## src/rtl/toy_bpu_bht_update_pkg.sv

```systemverilog
// Shared branch-history-table types, defaults and helpers for the BHT
// trainer and the fetch predictor.
package toy_bpu_bht_update_pkg;

  localparam int unsigned BHT_DEPTH = 256;

  typedef logic [1:0] bht_cnt_t;

  localparam bht_cnt_t CNT_INIT = 2'b01;

  typedef enum logic {
    ST_RUN = 1'b0,
    ST_CLR = 1'b1
  } bht_state_e;

  // Folded index: low index field XOR the next field up. Callers truncate
  // the result to their own index width.
  function automatic logic [31:0] bht_idx(input logic [63:0] pc, input int unsigned idx_w);
    return 32'(pc >> 2) ^ 32'(pc >> (idx_w + 2));
  endfunction

  function automatic bht_cnt_t bht_sat_update(input bht_cnt_t cnt, input logic taken);
    bht_cnt_t nxt;
    nxt = cnt;
    if (taken && cnt != 2'd3) nxt = cnt + 2'd1;
    if (!taken && cnt != 2'd0) nxt = cnt - 2'd1;
    return nxt;
  endfunction

endpackage

```

## src/rtl/toy_bpu_bht_update_array.sv

```systemverilog
// Flop-based counter array: one training write, one clear write (wins on
// collision), two read ports that see the same-cycle training write.
module toy_bpu_bht_array
  import toy_bpu_bht_update_pkg::*;
#(
  parameter int unsigned DEPTH    = 256,
  parameter int unsigned IDX_W    = 8,
  parameter bht_cnt_t    INIT_CNT = 2'b01
) (
  input  logic             clk,
  input  logic             rst_n,
  input  logic             wr_en,
  input  logic [IDX_W-1:0] wr_idx,
  input  bht_cnt_t         wr_cnt,
  input  logic             clr_en,
  input  logic [IDX_W-1:0] clr_idx,
  input  logic [IDX_W-1:0] rd0_idx,
  output bht_cnt_t         rd0_cnt,
  input  logic [IDX_W-1:0] rd1_idx,
  output bht_cnt_t         rd1_cnt
);

  bht_cnt_t mem_q [DEPTH];
  bht_cnt_t mem_d [DEPTH];

  always_comb begin
    mem_d = mem_q;
    if (wr_en)  mem_d[wr_idx]  = wr_cnt;
    if (clr_en) mem_d[clr_idx] = INIT_CNT;
  end

  always_ff @(posedge clk or negedge rst_n) begin
    if (!rst_n) begin
      for (int unsigned i = 0; i < DEPTH; i++) mem_q[i] <= INIT_CNT;
    end else begin
      mem_q <= mem_d;
    end
  end

  assign rd0_cnt = (wr_en && wr_idx == rd0_idx) ? wr_cnt : mem_q[rd0_idx];
  assign rd1_cnt = (wr_en && wr_idx == rd1_idx) ? wr_cnt : mem_q[rd1_idx];

endmodule

```

## src/rtl/toy_bpu_bht_update.sv

```systemverilog
// BHT trainer: 2-stage read-modify-write of 2-bit counters from the commit
// stream, 1-cycle fetch lookup, committed-cancel redirect and a table clear FSM.
module toy_bpu_bht_update #(
  parameter int unsigned ADDR_WIDTH = 32,
  parameter int unsigned BHT_DEPTH  = toy_bpu_bht_update_pkg::BHT_DEPTH,
  parameter logic [1:0]  CNT_INIT   = toy_bpu_bht_update_pkg::CNT_INIT
) (
  input  logic                  clk,
  input  logic                  rst_n,
  input  logic                  fe_commit_vld,
  input  logic [ADDR_WIDTH-1:0] fe_commit_pc,
  input  logic                  fe_commit_taken,
  input  logic [ADDR_WIDTH-1:0] fe_commit_tgt_pc,
  input  logic                  fe_cancel_vld,
  input  logic                  fe_cancel_pend,
  input  logic                  lookup_vld,
  input  logic [ADDR_WIDTH-1:0] lookup_pc,
  output logic                  lookup_rsp_vld,
  output logic                  lookup_taken,
  output logic                  redirect_vld,
  output logic [ADDR_WIDTH-1:0] redirect_pc,
  input  logic                  clr_req,
  output logic                  clr_busy,
  output logic                  clr_done
);

  import toy_bpu_bht_update_pkg::*;

  localparam int unsigned      IDX_W    = $clog2(BHT_DEPTH);
  localparam logic [IDX_W-1:0] PTR_LAST = IDX_W'(BHT_DEPTH - 1);
  localparam logic [IDX_W-1:0] PTR_PEN  = IDX_W'(BHT_DEPTH - 2);

  bht_state_e       state_q;
  logic [IDX_W-1:0] clr_ptr_q;
  logic             clr_busy_q, clr_done_q;

  logic             s1_vld_q, s1_vld_d;
  logic [IDX_W-1:0] s1_idx_q, s1_idx_d;
  logic             s1_taken_q, s1_taken_d;
  bht_cnt_t         s1_cnt_q, s1_cnt_d;

  logic                  lookup_rsp_vld_q, lookup_rsp_vld_d;
  logic                  lookup_taken_q, lookup_taken_d;
  logic                  redirect_vld_q, redirect_vld_d;
  logic [ADDR_WIDTH-1:0] redirect_pc_q, redirect_pc_d;

  logic [IDX_W-1:0] commit_idx, lookup_idx;
  bht_cnt_t         commit_cnt, lookup_cnt, s1_new_cnt;
  logic             in_clr, redirect_fire;

  assign in_clr     = (state_q == ST_CLR);
  assign commit_idx = IDX_W'(bht_idx(64'(fe_commit_pc), IDX_W));
  assign lookup_idx = IDX_W'(bht_idx(64'(lookup_pc), IDX_W));
  assign s1_new_cnt = bht_sat_update(s1_cnt_q, s1_taken_q);

  // Both read ports bypass the S1 write, which gives S0 forwarding for
  // back-to-back commits and makes in-flight training visible to lookups.
  toy_bpu_bht_array #(
    .DEPTH    (BHT_DEPTH),
    .IDX_W    (IDX_W),
    .INIT_CNT (CNT_INIT)
  ) u_array (
    .clk     (clk),
    .rst_n   (rst_n),
    .wr_en   (s1_vld_q),
    .wr_idx  (s1_idx_q),
    .wr_cnt  (s1_new_cnt),
    .clr_en  (in_clr),
    .clr_idx (clr_ptr_q),
    .rd0_idx (commit_idx),
    .rd0_cnt (commit_cnt),
    .rd1_idx (lookup_idx),
    .rd1_cnt (lookup_cnt)
  );

  always_comb begin
    s1_vld_d   = fe_commit_vld && !in_clr;
    s1_idx_d   = commit_idx;
    s1_taken_d = fe_commit_taken;
    s1_cnt_d   = commit_cnt;

    lookup_rsp_vld_d = lookup_vld;
    lookup_taken_d   = !in_clr && (lookup_cnt >= 2'd2);

    redirect_fire  = fe_commit_vld && fe_cancel_vld && !fe_cancel_pend;
    redirect_vld_d = redirect_fire;
    redirect_pc_d  = redirect_fire ? fe_commit_tgt_pc : redirect_pc_q;
  end

  always_ff @(posedge clk or negedge rst_n) begin
    if (!rst_n) begin
      s1_vld_q         <= 1'b0;
      s1_idx_q         <= '0;
      s1_taken_q       <= 1'b0;
      s1_cnt_q         <= '0;
      lookup_rsp_vld_q <= 1'b0;
      lookup_taken_q   <= 1'b0;
      redirect_vld_q   <= 1'b0;
      redirect_pc_q    <= '0;
    end else begin
      s1_vld_q         <= s1_vld_d;
      s1_idx_q         <= s1_idx_d;
      s1_taken_q       <= s1_taken_d;
      s1_cnt_q         <= s1_cnt_d;
      lookup_rsp_vld_q <= lookup_rsp_vld_d;
      lookup_taken_q   <= lookup_taken_d;
      redirect_vld_q   <= redirect_vld_d;
      redirect_pc_q    <= redirect_pc_d;
    end
  end

  // clr_done is raised one cycle early so it coincides with the last write.
  always_ff @(posedge clk or negedge rst_n) begin
    if (!rst_n) begin
      state_q    <= ST_RUN;
      clr_ptr_q  <= '0;
      clr_busy_q <= 1'b0;
      clr_done_q <= 1'b0;
    end else begin
      case (state_q)
        ST_RUN: begin
          clr_done_q <= 1'b0;
          if (clr_req) begin
            state_q    <= ST_CLR;
            clr_ptr_q  <= '0;
            clr_busy_q <= 1'b1;
          end
        end
        ST_CLR: begin
          clr_ptr_q  <= clr_ptr_q + IDX_W'(1);
          clr_done_q <= (clr_ptr_q == PTR_PEN);
          if (clr_ptr_q == PTR_LAST) begin
            state_q    <= ST_RUN;
            clr_busy_q <= 1'b0;
            clr_done_q <= 1'b0;
          end
        end
        default: begin
          state_q    <= ST_RUN;
          clr_busy_q <= 1'b0;
          clr_done_q <= 1'b0;
        end
      endcase
    end
  end

  assign lookup_rsp_vld = lookup_rsp_vld_q;
  assign lookup_taken   = lookup_taken_q;
  assign redirect_vld   = redirect_vld_q;
  assign redirect_pc    = redirect_pc_q;
  assign clr_busy       = clr_busy_q;
  assign clr_done       = clr_done_q;

endmodule

```

## config.mk

```make
export PLATFORM = sky130hd
export DESIGN_NAME = toy_bpu_bht_update
export DESIGN_NICKNAME = d
export VERILOG_FILES = /design/src/rtl/toy_bpu_bht_update_pkg.sv /design/src/rtl/toy_bpu_bht_update_array.sv /design/src/rtl/toy_bpu_bht_update.sv
export SDC_FILE = /design/constraint.sdc
export NUM_CORES = 2
export LEC_CHECK = 0
export CAP_MARGIN = 40
export CELL_PAD_IN_SITES_DETAIL_PLACEMENT = 1
export CELL_PAD_IN_SITES_GLOBAL_PLACEMENT = 1
export CORE_ASPECT_RATIO = 0.7
export CORE_MARGIN = 4
export CORE_UTILIZATION = 50
export CTS_CLUSTER_DIAMETER = 40
export DETAILED_ROUTE_END_ITERATION = 16
export PLACE_DENSITY = 0.82
export SKIP_CTS_REPAIR_TIMING = 1
export SYNTH_ARGS = -nofsm -noshare
export SYNTH_HDL_FRONTEND = slang
export SYNTH_SLANG_ARGS = --single-unit
```

## constraint.sdc

```tcl
create_clock -name clk -period 4.14 [get_ports clk]
set_input_delay 0.828 -clock clk [delete_from_list [all_inputs] [get_ports clk]]
set_output_delay 0.828 -clock clk [all_outputs]
set_load 0.005 [all_outputs]
```

==> metrics <==
nets@finish=3322; Total Neg Setup Slack=0 ns; Fill cells=6624; CP bufs+invs=3; Final setup violation count=0; crit path DAT=4.11 ns; Critical Path Max Stage Delay=0.59 ns; Layout Cells excl Fill=a little over 4k; DRT Wirelength=165.8 mm; Critical Path End=s1_cnt_q[0]; delay-heaviest family, CP=multiplexers; total nets after synthesis=roughly 3.3k; Die X=312.6 um; crit path capture type=flop; Antenna Nets Post-Route=0; Worst R2R End=u_array.mem_q[509]; full die area=69170 um^2; area of the multi-input gates=around 17000 um^2; Placed Cells incl. Taps=3997; post-route clock period utilization=0.8729; leakage=between 15 and 20 nW; status=finished clean; layout cells sized above 1=0.2597; DP HPWL=97.83 mm; Reg2Reg Launch Point=s1_idx_q[7]; DR WL met3=about 30 mm; synthesized instance count=roughly 3.2k; Crit path depth=10; Max-Cap Viols=0; grt total ovfl=0; FFs w/ async S/R, synth=1.000; number of synthesized flops with an enable pin=0; Pwr Density=between 500 and 600 nW/um^2; maximum number of pins on one net before global-route repair=148; vias per inst=8.044; core area=63680 um^2; TritonCTS buffer count=78; Starting DRT DRC Count=between 6k and 7k; Final Max Slew Viols=0; CP max FO=32; Worst Clk Skew=between 0.02 and 0.025 ns; Max Fclk=~0.28 GHz; CTS tree=yes; wire length on met2=66.24 mm; P&R area growth vs syn=17.67%; routed vias=around 33k; Initial DRT Pass Iterations=9; synth warn=0; Hold Crit Class=in2async; Mean Syn Cell Area=10.24 um^2; Clock Latency Late Sink=about 0.66 ns; clk slew on worst S/H paths=0.05 ns; RePlAce Congestion=0.9936; crit-path cells=clkdlybuf4s50_1 > xor2_4 > buf_12 > mux4_2 > mux4_2 > o22ai_1 > buf_4 > a211oi_1 > nor2_1 > a211oi_1; Post-Route M1 WL=55.57 mm; I/O pin count=141; register area share after synthesis=0.4490; RSZ-0062 raised after global routing=false; CP max-delay cell=clkdlybuf4s50_1; CTS max path bufs=3; vias in the first global route=around 35k; Slew Limit Headroom=0.2837; DRC viols=0; crit path time final=roughly 3.6 ns; row count=77; register area=around 15000 um^2; first-pass GRT wire length=239.8 mm; drt wl/cell=about 40 um; Worst Path Required=~4.6 ns; ys flop type=dfrtp_1; port bufs=between 100 and 150; highest routed layer=met5; Clock H-tree levels=3; Yosys cell types=53; GRT Overall Usage=0.4709; Setup Crit Path Kind=in2reg; Worst IR Drop VDD=~700 uV; die height=around 220 um; Least-Margin Pin Slew=1.074 ns; final core utilization=0.6001; Critical path origin=fe_commit_pc[11]; mapped cell area=around 32000 um^2; Worst R2R Path Depth=6; Root Driver=clkbuf_16; Worst R2R Setup Slack=0.79 ns; effective utilization at floorplan=0.5100; initial antenna violation count=12; Final Hold Fails=0; Num Clock Sinks=570; Synth Register Bits=570; CP Launch Type=primary input
==> metrics by stage <==
stage          setup slack [ns]  hold slack, ns  area, um^2  total power, mW
2_1_floorplan             1.171          0.4697       32480            11.60
3_3_place_gp            0.06256          0.4599       35140            14.44
3_5_place_dp            0.01632          0.4636       35400            14.97
4_1_cts                  0.6534          0.2732       38090            22.07
5_1_grt                  0.4946          0.2885       38190            23.06
6_report                 0.5262          0.2345       38220            22.72
==> metal layers <==
layer,up-vias,GRT usage
met1,16711,0.5737
met2,3478,0.6240
li1,12128,-
met5,-,0.02135
met3,1111,0.2716
met4,18,0.3199
==> power breakdown <==
group	total (mW)	internal (mW)	switching, mW
Sequential	8.04	7.21	0.826
Combinational	7.54	2.15	5.38
Clock	7.14	4.14	2.99
Total	22.7	13.5	9.20
==> worst min-delay path by stage <==
stage / start / end / slack, ns / depth (start not counted)
detailed placement: redirect_pc[26] / redirect_pc[26] / 0.46 / 2
floorplan: redirect_pc[0] / redirect_pc[0] / 0.47 / 2
global route: rst_n / u_array.mem_q[185] / 0.29 / 1
global placement: redirect_pc[26] / redirect_pc[26] / 0.46 / 2
CTS: rst_n / u_array.mem_q[213] / 0.27 / 1
finish: rst_n / u_array.mem_q[185] / 0.23 / 1
==> sequential cells by signal, indices dropped and copies added (netlist names) <==
name            flops
s1_idx_q            8
lookup_taken        1
s1_taken_q          1
s1_vld_q            1
u_array.mem_q     512
redirect_vld        1
lookup_rsp_vld      1
clr_ptr_q           8
clr_done            1
clr_busy            1
redirect_pc        32
in_clr              1
s1_cnt_q            2
==> cell usage after synthesis, types with 5 or more instances <==
master	count	share of area
a211oi_1	6	0.0014
a21oi_1	265	0.041
a22oi_1	158	0.037
a31oi_1	18	0.0035
buf_1	8	0.00092
buf_2	9	0.0014
buf_4	23	0.0053
buf_6	10	0.0035
clkbuf_1	283	0.033
dfrtp_1	314	0.24
dfstp_2	256	0.21
ha_1	6	0.0023
inv_1	10	0.0012
mux2i_1	106	0.033
mux4_2	211	0.15
nand2_1	431	0.050
nand2b_1	16	0.0031
nand3_1	218	0.034
nand3b_1	5	0.0012
nand4_1	18	0.0035
nor2_1	82	0.0095
nor2b_1	15	0.0029
nor3_1	183	0.028
o211ai_1	10	0.0023
o21ai_0	170	0.026
o221ai_1	90	0.024
o22ai_1	166	0.032
xnor2_1	19	0.0051
xnor3_1	8	0.0055
xor2_1	11	0.0030
==> placed cells by master (no fill, tap or decap), types with 19 or more instances in the layout <==
master,Yosys,final
a21oi_1,265,265
a22oi_1,158,158
buf_12,0,29
buf_4,23,146
clkbuf_16,0,81
clkdlybuf4s50_1,0,107
dfrtp_1,314,314
dfstp_2,256,256
mux2i_1,106,106
mux4_2,211,211
nand2_1,431,431
nand3_1,218,218
nor2_1,82,52
nor2_4,0,19
nor3_1,183,170
o21ai_0,170,170
o221ai_1,90,90
o22ai_1,166,166
==> kinds of logic after synthesis <==
kind of cell / after synthesis / synth area share
XOR/XNOR: 42 / 0.01599
flip-flops: 570 / 0.4490
adder cells (fa/ha/maj): 6 / 0.002311
AO/OA/AOI/OAI: 907 / 0.1732
AND/OR/NAND/NOR: 986 / 0.1355
multiplexers: 317 / 0.1790
buffers and inverters: 343 / 0.04496
==> cell type report <==
class,instances,share of cell area
multi-input combinational,2258,0.4395
tap,869,0.02845
antenna,12,0.0007857
clock buffer,94,0.05588
clock inverter,51,0.01447
inverter,10,0.0009822
timing repair buffer,294,0.07838
sequential,570,0.3816
No activity file was read; power rests on OpenSTA's default activity.
